### src/rtl/uart_rx_os16_pkg.sv
// uart_rx_os16_pkg: shared receiver state encoding, mid-bit sample point and majority vote helper.
package uart_rx_os16_pkg;

    typedef enum logic [2:0] {
        S_IDLE,
        S_START,
        S_DATA,
        S_STOP,
        S_BREAK
    } rx_state_e;

    localparam int MID_SAMPLE = 8;

    function automatic logic maj3(input logic [2:0] s);
        return (s[0] & s[1]) | (s[0] & s[2]) | (s[1] & s[2]);
    endfunction

endpackage

### src/rtl/uart_sync2.sv
// uart_sync2: two-flop synchronizer for asynchronous inputs with a configurable reset level.
module uart_sync2 #(
    parameter logic RST_VAL = 1'b0
) (
    input  logic clk,
    input  logic rst,
    input  logic d_i,
    output logic q_o
);

    logic meta_q;

    always_ff @(posedge clk or posedge rst) begin
        if (rst) begin
            meta_q <= RST_VAL;
            q_o    <= RST_VAL;
        end else begin
            meta_q <= d_i;
            q_o    <= meta_q;
        end
    end

endmodule

### src/rtl/uart_rx_os16.sv
// uart_rx_os16: 8N1 UART receiver driven by a 16x oversample strobe, with 3-sample majority vote
// per bit and a valid/ready output handshake.
module uart_rx_os16
    import uart_rx_os16_pkg::*;
#(
    parameter int DATA_BITS  = 8,
    parameter int OVERSAMPLE = 16
) (
    input  logic                 clk,
    input  logic                 rst,
    input  logic                 baud_sample,
    input  logic                 rxd,
    output logic [DATA_BITS-1:0] rx_data,
    output logic                 rx_valid,
    input  logic                 rx_ready,
    output logic                 rx_frame_err,
    output logic                 rx_overrun,
    output logic                 rx_busy
);

    localparam int TW = $clog2(OVERSAMPLE);
    localparam int BW = $clog2(DATA_BITS);
    localparam logic [TW-1:0] CNT_LAST = TW'(OVERSAMPLE - 1);
    localparam logic [TW-1:0] SAMP_LO  = TW'(MID_SAMPLE - 1);
    localparam logic [TW-1:0] SAMP_HI  = TW'(MID_SAMPLE + 1);
    localparam logic [BW-1:0] BIT_LAST = BW'(DATA_BITS - 1);

    rx_state_e            state_q, state_d;
    logic [TW-1:0]        tick_cnt_q, tick_cnt_d;
    logic [BW-1:0]        bit_cnt_q, bit_cnt_d;
    logic [2:0]           samp_q, samp_d;
    logic [DATA_BITS-1:0] shift_q, shift_d;
    logic [DATA_BITS-1:0] rx_data_q, rx_data_d;
    logic                 rx_valid_q, rx_valid_d;
    logic                 frame_err_q, frame_err_d;
    logic                 overrun_q, overrun_d;
    logic                 baud_q, rxd_s, tick, bit_end, stop_vote;

    uart_sync2 #(.RST_VAL(1'b1)) u_sync (
        .clk(clk),
        .rst(rst),
        .d_i(rxd),
        .q_o(rxd_s)
    );

    assign tick      = baud_sample & ~baud_q;
    assign bit_end   = tick_cnt_q == CNT_LAST;
    // Stop bit resolves on its last sample, so the third vote input is the live line value.
    assign stop_vote = maj3({samp_q[1:0], rxd_s});

    always_ff @(posedge clk or posedge rst) begin
        if (rst) begin
            state_q     <= S_IDLE;
            tick_cnt_q  <= '0;
            bit_cnt_q   <= '0;
            samp_q      <= '0;
            shift_q     <= '0;
            rx_data_q   <= '0;
            rx_valid_q  <= 1'b0;
            frame_err_q <= 1'b0;
            overrun_q   <= 1'b0;
            baud_q      <= 1'b0;
        end else begin
            state_q     <= state_d;
            tick_cnt_q  <= tick_cnt_d;
            bit_cnt_q   <= bit_cnt_d;
            samp_q      <= samp_d;
            shift_q     <= shift_d;
            rx_data_q   <= rx_data_d;
            rx_valid_q  <= rx_valid_d;
            frame_err_q <= frame_err_d;
            overrun_q   <= overrun_d;
            baud_q      <= baud_sample;
        end
    end

    always_comb begin
        state_d     = state_q;
        tick_cnt_d  = tick_cnt_q;
        bit_cnt_d   = bit_cnt_q;
        samp_d      = samp_q;
        shift_d     = shift_q;
        rx_data_d   = rx_data_q;
        rx_valid_d  = rx_valid_q & ~rx_ready;
        frame_err_d = 1'b0;
        overrun_d   = 1'b0;
        if (tick) begin
            tick_cnt_d = bit_end ? '0 : tick_cnt_q + 1'b1;
            if (tick_cnt_q >= SAMP_LO && tick_cnt_q <= SAMP_HI) samp_d = {samp_q[1:0], rxd_s};
            case (state_q)
                S_IDLE: begin
                    tick_cnt_d = '0;
                    if (!rxd_s) state_d = S_START;
                end
                S_START: if (bit_end) begin
                    state_d   = maj3(samp_q) ? S_IDLE : S_DATA;
                    bit_cnt_d = '0;
                end
                S_DATA: if (bit_end) begin
                    shift_d   = {maj3(samp_q), shift_q[DATA_BITS-1:1]};
                    bit_cnt_d = bit_cnt_q + 1'b1;
                    if (bit_cnt_q == BIT_LAST) state_d = S_STOP;
                end
                S_STOP: if (tick_cnt_q == SAMP_HI) begin
                    tick_cnt_d  = '0;
                    state_d     = stop_vote ? S_IDLE : S_BREAK;
                    frame_err_d = ~stop_vote;
                    overrun_d   = stop_vote & rx_valid_q & ~rx_ready;
                    if (stop_vote && !(rx_valid_q && !rx_ready)) begin
                        rx_data_d  = shift_q;
                        rx_valid_d = 1'b1;
                    end
                end
                S_BREAK: begin
                    tick_cnt_d = '0;
                    if (rxd_s) state_d = S_IDLE;
                end
                default: state_d = S_IDLE;
            endcase
        end
    end

    assign rx_data      = rx_data_q;
    assign rx_valid     = rx_valid_q;
    assign rx_frame_err = frame_err_q;
    assign rx_overrun   = overrun_q;
    assign rx_busy      = state_q != S_IDLE;

endmodule
### config.mk
export PLATFORM = sky130hd
export DESIGN_NAME = uart_rx_os16
export DESIGN_NICKNAME = d
export VERILOG_FILES = /design/src/rtl/uart_rx_os16_pkg.sv /design/src/rtl/uart_sync2.sv /design/src/rtl/uart_rx_os16.sv
export SDC_FILE = /design/constraint.sdc
export NUM_CORES = 1
export LEC_CHECK = 0
export ABC_AREA = 1
export BUFFER_PORTS_ARGS = -buffer_cell sky130_fd_sc_hd__buf_2
export CORE_UTILIZATION = 51
export DETAILED_ROUTE_END_ITERATION = 10
export HOLD_SLACK_MARGIN = 0.08
export PLACE_DENSITY = 0.71
export SYNTH_ARGS = -nofsm -noshare
export SYNTH_HDL_FRONTEND = slang
export SYNTH_HIERARCHICAL = 1
export SYNTH_SLANG_ARGS = --single-unit
### constraint.sdc
create_clock -name clk -period 1.5 [get_ports clk]
set_input_delay 0.15 -clock clk [delete_from_list [all_inputs] [get_ports clk]]
set_output_delay 0.15 -clock clk [all_outputs]
set_load 0.01 [all_outputs]
### Yosys cells after proc, flatten, opt, wreduce, memory -nomap -nowiden

Cells that the tools add are included.

| storage, ports and cells | value |
|---|---|
| flip-flop bits (word level) | 35 |
| bits in latches | 0 |
| bits in writable memories | 0 |
| memory bits (read-only) | 0 |
| input port bits | 5 |
| output and inout port bits | 12 |
| word-level logic and storage cells | 84 |
| memories kept | 0 |

| cells by class | value |
|---|---|
| add/sub/neg operators | 2 |
| multiply operators | 0 |
| div/mod/pow operators | 0 |
| order comparisons | 2 |
| eq/ne operators | 13 |
| shift-type cells | 0 |
| muxes and demuxes | 25 |
| bitwise gates (word level) | 16 |
| reductions and logical operators | 14 |

Operators by type and width:

| operator | number |
|---|---|
| 2-to-1 mux 3 bit | 9 |
| one-hot mux 3 bit (5 select lines) | 1 |
| 2-to-1 mux 1 bit | 10 |
| inequality test 2 bit, second input constant | 5 |
| bitwise AND 1 bit | 9 |
| equality test 4 bit, second input constant | 2 |
| 2-to-1 mux 4 bit | 2 |
| one-hot mux 4 bit (2 select lines) | 1 |
| AND reduction 4 bit | 2 |
| AND reduction 7 bit | 1 |
| equality test 3 x 2 -> 1 bit, second input constant | 2 |
| equality test 3 bit, second input constant | 2 |
| one-hot mux 3 bit (2 select lines) | 1 |
| adder 4 x 1 -> 4 bit, second input constant | 1 |
| >= comparator 4 x 3 -> 1 bit, second input constant | 1 |
| less-or-equal comparator 4 bit, second input constant | 1 |
| bitwise OR 1 bit | 4 |
| adder 3 x 1 -> 3 bit, second input constant | 1 |
| equality test 3 x 1 -> 1 bit, second input constant | 1 |
| logical AND 1 bit | 3 |
| logical NOT 3 bit | 1 |
| NOT 1 bit | 3 |
| AND reduction 3 bit | 1 |
| nonzero test 3 bit | 1 |
| other kinds (6) | 7 |

### Longest topological paths before layout

Gate-level depths: netlist (run 1).

| depth | value |
|---|---|
| word-level depth | 8 |
| depth in mapped cells | 9 |
| depth with buffers taken out | 9 |

### Modules after synthesis

Netlist (run 1), hierarchy kept.

Modules (own cells, without submodules):

| module | times used | cells an instance | area each (um2) | sequential area each (um2) |
|---|---|---|---|---|
| uart_rx_os16 | 1 | 191 | 1,574.0 | 825.8 |
| uart_sync2 | 1 | 3 | 56.3 | 52.6 |

### Worst setup path after synthesis (run 1)

Ideal clock, no wire load.

| timing | value |
|---|---|
| path kind | register -> register |
| start point | register tick_cnt_q[0] |
| end point | register shift_q[7] |
| setup time | 0.127 ns |
| data arrival time | 1.301 ns |
| data required time | 1.373 ns |
| slack | 0.073 ns |
| stages on the path, launching flop included | 7 |
| buffers on the path | 0 |
| period minus slack after synthesis | 1.427 ns |
| cells stage by stage | dfrtp_1 > ha_1 > nand3_2 > nor3_4 > inv_4 > nand2_1 > o21ai_2 |

| on the way | value |
|---|---|
| word-level cells in the longest chain between the ends | 2 |

RTL lines:

| item | line | text |
|---|---|---|
| start, declared | uart_rx_os16.sv:29 | `logic [TW-1:0] tick_cnt_q, tick_cnt_d;` |
| start signal, assigned | uart_rx_os16.sv:65 | `tick_cnt_q <= tick_cnt_d;` |
| equality test 4 bit | uart_rx_os16.sv:47 | `assign bit_end = tick_cnt_q == CNT_LAST;` |
| AND reduction 3 bit (no source line) | n/a |  |
| end signal, assigned | uart_rx_os16.sv:68 | `shift_q <= shift_d;` |
| end, declared | uart_rx_os16.sv:32 | `logic [DATA_BITS-1:0] shift_q, shift_d;` |

No other way between the ends.
A chain may end at the register's enable or synchronous reset.

### Worst setup path after layout (run 1)

| timing | value |
|---|---|
| start point | register tick_cnt_q[0] |
| end point | register samp_q[1] |

| on the way | value |
|---|---|
| word-level cells in the longest chain between the ends | 3 |
| elaborated cells between the ends (all ways) | 4 |
| those cells by class | 2 x order compare; 2 x reduce/logical |

RTL lines:

| item | line | text |
|---|---|---|
| >= comparator 4 x 3 -> 1 bit or less-or-equal comparator 4 bit (tied branches) | uart_rx_os16.sv:89 | `if (tick_cnt_q >= SAMP_LO && tick_cnt_q <= SAMP_HI) samp_d = {samp_q[1:0], rxd_s};` |
| logical AND 1 bit * | uart_rx_os16.sv:89 |  |
| AND reduction 2 bit (no source line) * | n/a |  |
| end signal, assigned | uart_rx_os16.sv:67 | `samp_q <= samp_d;` |
| end, declared | uart_rx_os16.sv:31 | `logic [2:0] samp_q, samp_d;` |

Every way passes the cells marked *; elsewhere a longest branch is shown, timed or not.

==> impl_results.md, run 1 <==
- Status: complete, no violations
- Most frequent cells in the layout: 88 x nand2_1, 31 x dfrtp_1, 16 x buf_2, 14 x inv_1, 11 x buf_4
- Overall Global Routing Usage: 21.0%
- Placement Setup Slack: -15.1 ps
- Largest family of logic cells by synthesized area: simple AND/OR/NAND/NOR gates
- Warnings from Yosys: 6
- Clock-pin slew on the worst setup and hold paths: 110 ps
- RSZ-0062 raised after global routing: yes
- Hold Path Class: in -> reg
- Synth Area in Adders: 3.84%
- Largest net degree at the start of global routing: 34
- Crit share post-route: 94.0%
- Worst slew pin tran: 398 ps
- Setup ws final: 90.5 ps
- Syn_area_per_cell: 8.40 um2
- # rows: 20
- Worst skew pair latency: 340 ps
- Clock Tree Buf Depth: 2
- Core area: 3050 um2
- First-pass GRT wire length: 5.26 mm
- Post-synthesis sequential area ratio: 53.9%
- Post-synth top area cell: dfrtp_1
- Crit path max fanout: 6
- Leakage: 1.09 nW
- Final setup TNS: 0 ps
- Vias: 1356
- I/O pin total: 17
- Initial antenna violation count: 0
- Clk sinks: 35
- Area share of and/or/nand/nor cells after synthesis: 32.8%
- Antenna viol nets, final: 0
- CTS tree: yes
- Synth cell types: 27
- GRT overflow: 0
- Die span in y: 58.5 um
- Met3 Usage GRT: 5.05%
- Pre-antenna DRT Iters: 4
- Number of buffers created by CTS: 5
- Data required time of the worst path: 1720 ps
- Gpl congestion: 0.990
- Area grow syn2layout: 21.9%
- Worst Setup Start Kind: flip-flop
- Layout Nets: 240
- Global route hottest layer: met2
- Final Hold Vio Count: 0
- Initial core utilization: 53.4%
- Vias in the first global route: 1208
- Setup violators final: 0
- FF+latch count, synth: 35
- Worst rel slew slack: 73.5%
- Post-Syn Area: 1630 um2
- Post-synthesis cell count: 194
- Top cells by area, synth: dfrtp_1 51%, nand2_1 20%, ha_1 3.8%
- Max IR drop VDD: 0.000708 V
- DRT iter0 DRCs: 72
- CTS root buffer: clkbuf_4
- Die X: 58.5 um
- Syn_nets: 204
- Crit path time final: 1410 ps
- Max frequency: 0.709 GHz
- DRT Wirelength: 3.15 mm
- Via density: 4.93
- Multiplexer share of the synthesized area: 0%
- Met2 usage: 33.0%
- Endpoint class of the critical path: flip-flop
- Crit Path Class: reg -> reg
- Hpwl dp: 2.31 mm
- PortBufs: 16
- Wire per inst: 11.5 um
- Power Total: 2.44 mW
- Final Max Tran Viols: 0
- # diodes: 0
- Number of H-tree levels: 2
- # Max-Cap Violations: 0
- Die footprint: 3430 um2
- Cell Pwr Density: 1230 nW/um2
- Layout cells sized above 1: 27.3%
- Number of remaining DRC errors: 0
- Crit path DAT: 1630 ps
- Met1 Usage GRT: 27.3%
- Most common cell after layout, fill and taps aside: nand2_1
- Share of the synthesized area in the top cell type: 50.7%
- Synth Area in XOR/XNOR: 0.537%
- Synth Area in Compound Gates: 4.07%
- Clk_skew: 13.4 ps
logic make-up after synthesis:
family	after synthesis
adders and majority gates	5
xor gates and xnor gates	1
AOI/OAI and AO/OA	10
buffers and inverters	20
and+or+nand+nor	123
DFF	35
flip-flops by register name, summed over array words and instances, names as in the netlist:
name and count:
rx_valid 1, u_sync/q_o 1, baud_q 1, state_q 3, rx_data 8, shift_q 8, rx_frame_err 1, tick_cnt_q 4
u_sync/meta_q 1, rx_overrun 1, samp_q 3, bit_cnt_q 3
final timing paths:
kind                                            from                   endpoint  slack (ps)  depth (start not counted)
setup / recovery           tick_cnt_q[0]$_DFFE_PP0N_      samp_q[1]$_DFFE_PP0P_          90                          7
hold / removal                              rx_ready       rx_overrun$_DFF_PP0_         100                          3
setup reg to reg           tick_cnt_q[0]$_DFFE_PP0N_      samp_q[1]$_DFFE_PP0P_          90                          7
hold reg to reg              u_sync/meta_q$_DFF_PP1_       u_sync/q_o$_DFF_PP1_         360                          0
max in group asynchronous                        rst  tick_cnt_q[0]$_DFFE_PP0N_         780                          4
min in group asynchronous                        rst    u_sync/meta_q$_DFF_PP1_         370                          3
synthesized netlist by cell type, drive strengths merged:
library cell   n
buf            1
nand2         90
nand3         12
nor3b          1
dfrtp         33
nor2          15
a21boi         1
or2            1
ha             5
a21oi          2
xor2           1
o22ai          2
o21ai          5
nand4          2
nor3           2
inv           19
dfstp          2
worst max-delay path, stage by stage (launching register included):
cell	delay, ps
dfrtp_2	480
inv_2	80
ha_1	140
inv_1	40
nand2_1	50
nand4_1	240
nor2_1	180
a21oi_1	60
metal layers:
layer | up-vias | share of wire, % | wire length (um)
li1 | 674 | - | -
met1 | 635 | 45 | 1410
met2 | 40 | 48 | 1520
met3 | 7 | 5.0 | 156
met4 | 0 | 2.1 | 65
met5 | - | 0 | 0
repair_timing:
| item | 4_1_cts | 5_1_grt |
|---|---|---|
| buffers inserted | 2 | 1 |
| endpoints found under the setup margin | 8 | 25 |
| cloned | 0 | 0 |
| resized for setup | 2 | 15 |
| hold endpoints to repair | 37 | 0 |
| pin swaps | 2 | 7 |
| hold buffers | 3 | 0 |
cell type report:
type / count / area [um2]
Fill cell: 257 / 1070
Clock inverter: 2 / 12.5
Multi-Input combinational cell: 139 / 731
Clock buffer: 6 / 41.3
Timing Repair Buffer: 30 / 193
Sequential cell: 35 / 881
Tap cell: 44 / 55.1
Inverter: 19 / 73.8
per-stage QoR:
step | util [%] | hold slack (ps) | instance area, um2 | cells
6_report | 65.1 | 97.7 | 1990 | 275
5_1_grt | 65.1 | 95.3 | 1990 | 275
4_1_cts | 63.2 | 80.5 | 1930 | 274
3_5_place_dp | 59.6 | 189 | 1820 | 261
3_3_place_gp | 59.6 | 182 | 1820 | 261
2_1_floorplan | - | 61.5 | 1630 | 194
power breakdown:
part           internal, mW  switching [mW]  leakage (nW)
clock network         0.181           0.314        0.0282
registers              1.06           0.161         0.462
logic                 0.288           0.436         0.596
total                  1.53           0.912          1.09
No activity file was read; power rests on OpenSTA's default activity.
==> inputs of run 2 (changes only) <==
- CORE_UTILIZATION: 51 -> 45
- PLACE_DENSITY: 0.71 -> 0.64
==> impl_results.md, run 2 (synthesis results as in run 1) <==
- CTS tree: yes
- Wire per inst: 11.4 um (-0.24%)
- Die X: 62.2 um (+6.2%)
- Worst skew pair latency: 350 ps (about the same)
- Number of buffers created by CTS: 5 (unchanged)
- # rows: 21 (+5.0%)
- Setup violators final: 0 (unchanged)
- Number of remaining DRC errors: 0 (unchanged)
- Clock Tree Buf Depth: 2 (unchanged)
- DRT Wirelength: 3.13 mm (-0.60%)
- Worst Setup Start Kind: flip-flop
- Clock-pin slew on the worst setup and hold paths: 120 ps (about the same)
- Die span in y: 62.2 um (+6.2%)
- Max IR drop VDD: 0.000688 V (-2.8%)
- Leakage: 1.08 nW (-0.24%)
- Status: complete, no violations
- GRT overflow: 0 (unchanged)
- Core area: 3420 um2 (+12%)
- # diodes: 0 (unchanged)
- RSZ-0062 raised after global routing: yes
- Crit path max fanout: 8 (+2)
- Endpoint class of the critical path: flip-flop
- Gpl congestion: 0.900 (-9.1%)
- Crit path time final: 1440 ps (+29.6 ps)
- First-pass GRT wire length: 5.43 mm (+3.3%)
- Worst rel slew slack: 72.5% (-1.0 points)
- Hpwl dp: 2.22 mm (-4.2%)
- Crit path DAT: 1690 ps (+60 ps)
- Number of H-tree levels: 2 (unchanged)
- Via density: 4.75 (-3.7%)
- Overall Global Routing Usage: 18.1% (-2.9 points)
- Crit Path Class: reg -> reg
- Placement Setup Slack: -0.189 ps (+14.9 ps)
- Most frequent cells in the layout: 83 x nand2_1, 31 x dfrtp_1, 16 x buf_2, 14 x inv_1
- Area grow syn2layout: 24.2%
- Hold slack: 107 ps (+9.24 ps)
- PortBufs: 16 (unchanged)
- Layout Nets: 237 (-1.3%)
- Most common cell after layout, fill and taps aside: nand2_1
- Largest net degree at the start of global routing: 34 (unchanged)
- Initial core utilization: 47.7% (-5.7 points)
- # Max-Cap Violations: 0 (unchanged)
- Data required time of the worst path: 1760 ps (+40 ps)
- Crit share post-route: 95.9% (+2.0 points)
- Layout cells sized above 1: 28.5% (+1.2 points)
- Final setup TNS: 0 ps (unchanged)
- Clk_skew: 12.7 ps (-0.717 ps)
- Final Hold Vio Count: 0 (unchanged)
- Worst slew pin tran: 413 ps (+15.4 ps)
- Clk sinks: 35 (unchanged)
- Initial antenna violation count: 0 (unchanged)
- CTS root buffer: clkbuf_4
- Post-layout util: 59.3% (-5.8 points)
- Max frequency: 0.695 GHz (-2.1%)
- Die footprint: 3870 um2 (+13%)
- Antenna viol nets, final: 0 (unchanged)
- Pre-antenna DRT Iters: 4 (unchanged)
- I/O pin total: 17 (unchanged)
- DRT iter0 DRCs: 55 (-24%)
- Final Max Tran Viols: 0 (unchanged)
- Vias in the first global route: 1233 (+2.1%)
- Vias: 1301 (-4.1%)
- Cell Pwr Density: 1230 nW/um2 (+0.24%)
- Setup ws final: 60.9 ps (-29.6 ps)
- Hold Path Class: in -> reg
-- run 2: cell types whose count changed in the layout (fill, tap and decap cells not counted), sizes merged --
| cell | change |
|---|---|
| buf | -3 |
| clkinvlp | +1 |
| clkbuf | -1 |
-- run 2: final timing paths --
check	from	endpoint	slack [ps]	cells after the start
setup / recovery	tick_cnt_q[1]$_DFFE_PP0N_	rx_data[3]$_DFFE_PP0P_	60	8
hold / removal	rx_ready	rx_overrun$_DFF_PP0_	110	3
setup reg to reg	tick_cnt_q[1]$_DFFE_PP0N_	rx_data[3]$_DFFE_PP0P_	60	8
hold reg to reg	u_sync/meta_q$_DFF_PP1_	u_sync/q_o$_DFF_PP1_	360	0
max in group asynchronous	rst	state_q[2]$_DFFE_PP0P_	770	4
min in group asynchronous	rst	u_sync/meta_q$_DFF_PP1_	350	3
-- run 2: per-stage QoR --
step	power, mW	std cells	area, um2
after floorplan	1.66	194	1630
after global placement	1.80	261	1810
after detailed placement	1.83	261	1810
after CTS	2.40	274	1930
after global routing	2.68	274	2020
final	2.49	274	2020
-- run 2: final cells by class --
class                   instances  area [um2]
clock buffers                   5        37.5
inverters                      19        73.8
multi-input cells             139         769
clock inverters                 3        20.0
fillers                       318        1390
repair buffers                 27         185
flip-flops and latches         35         881
well taps                      46        57.6
-- run 2: metal layers --
layer,vias up,GRT usage [%],share of wire (%)
met5,-,0,0
met4,0,6.98,1.4
met3,6,5.15,5.2
met2,35,28.7,45
met1,592,23.4,48
li1,668,-,-
-- run 2: report_power, final --
part | internal (mW) | leakage [nW] | switching (mW)
Combinational | 0.293 | 0.595 | 0.458
Clock | 0.179 | 0.0272 | 0.339
Sequential | 1.06 | 0.462 | 0.163
-- run 2: repair_timing --
action,CTS,global route
pin swaps,2,6
endpoints found under the setup margin,4,27
hold buffers,3,0
gates resized for setup,4,24
endpoints found under the hold margin,37,0
buffers inserted,2,0
-- run 2: critical path: stages, from the launching register on --
cell and delay (ps):
dfrtp_1 410, inv_2 90, ha_4 160, nand3_4 90, nor2_4 150, buf_6 120, nand4_4 150, nand2_2 110
nand2_1 50
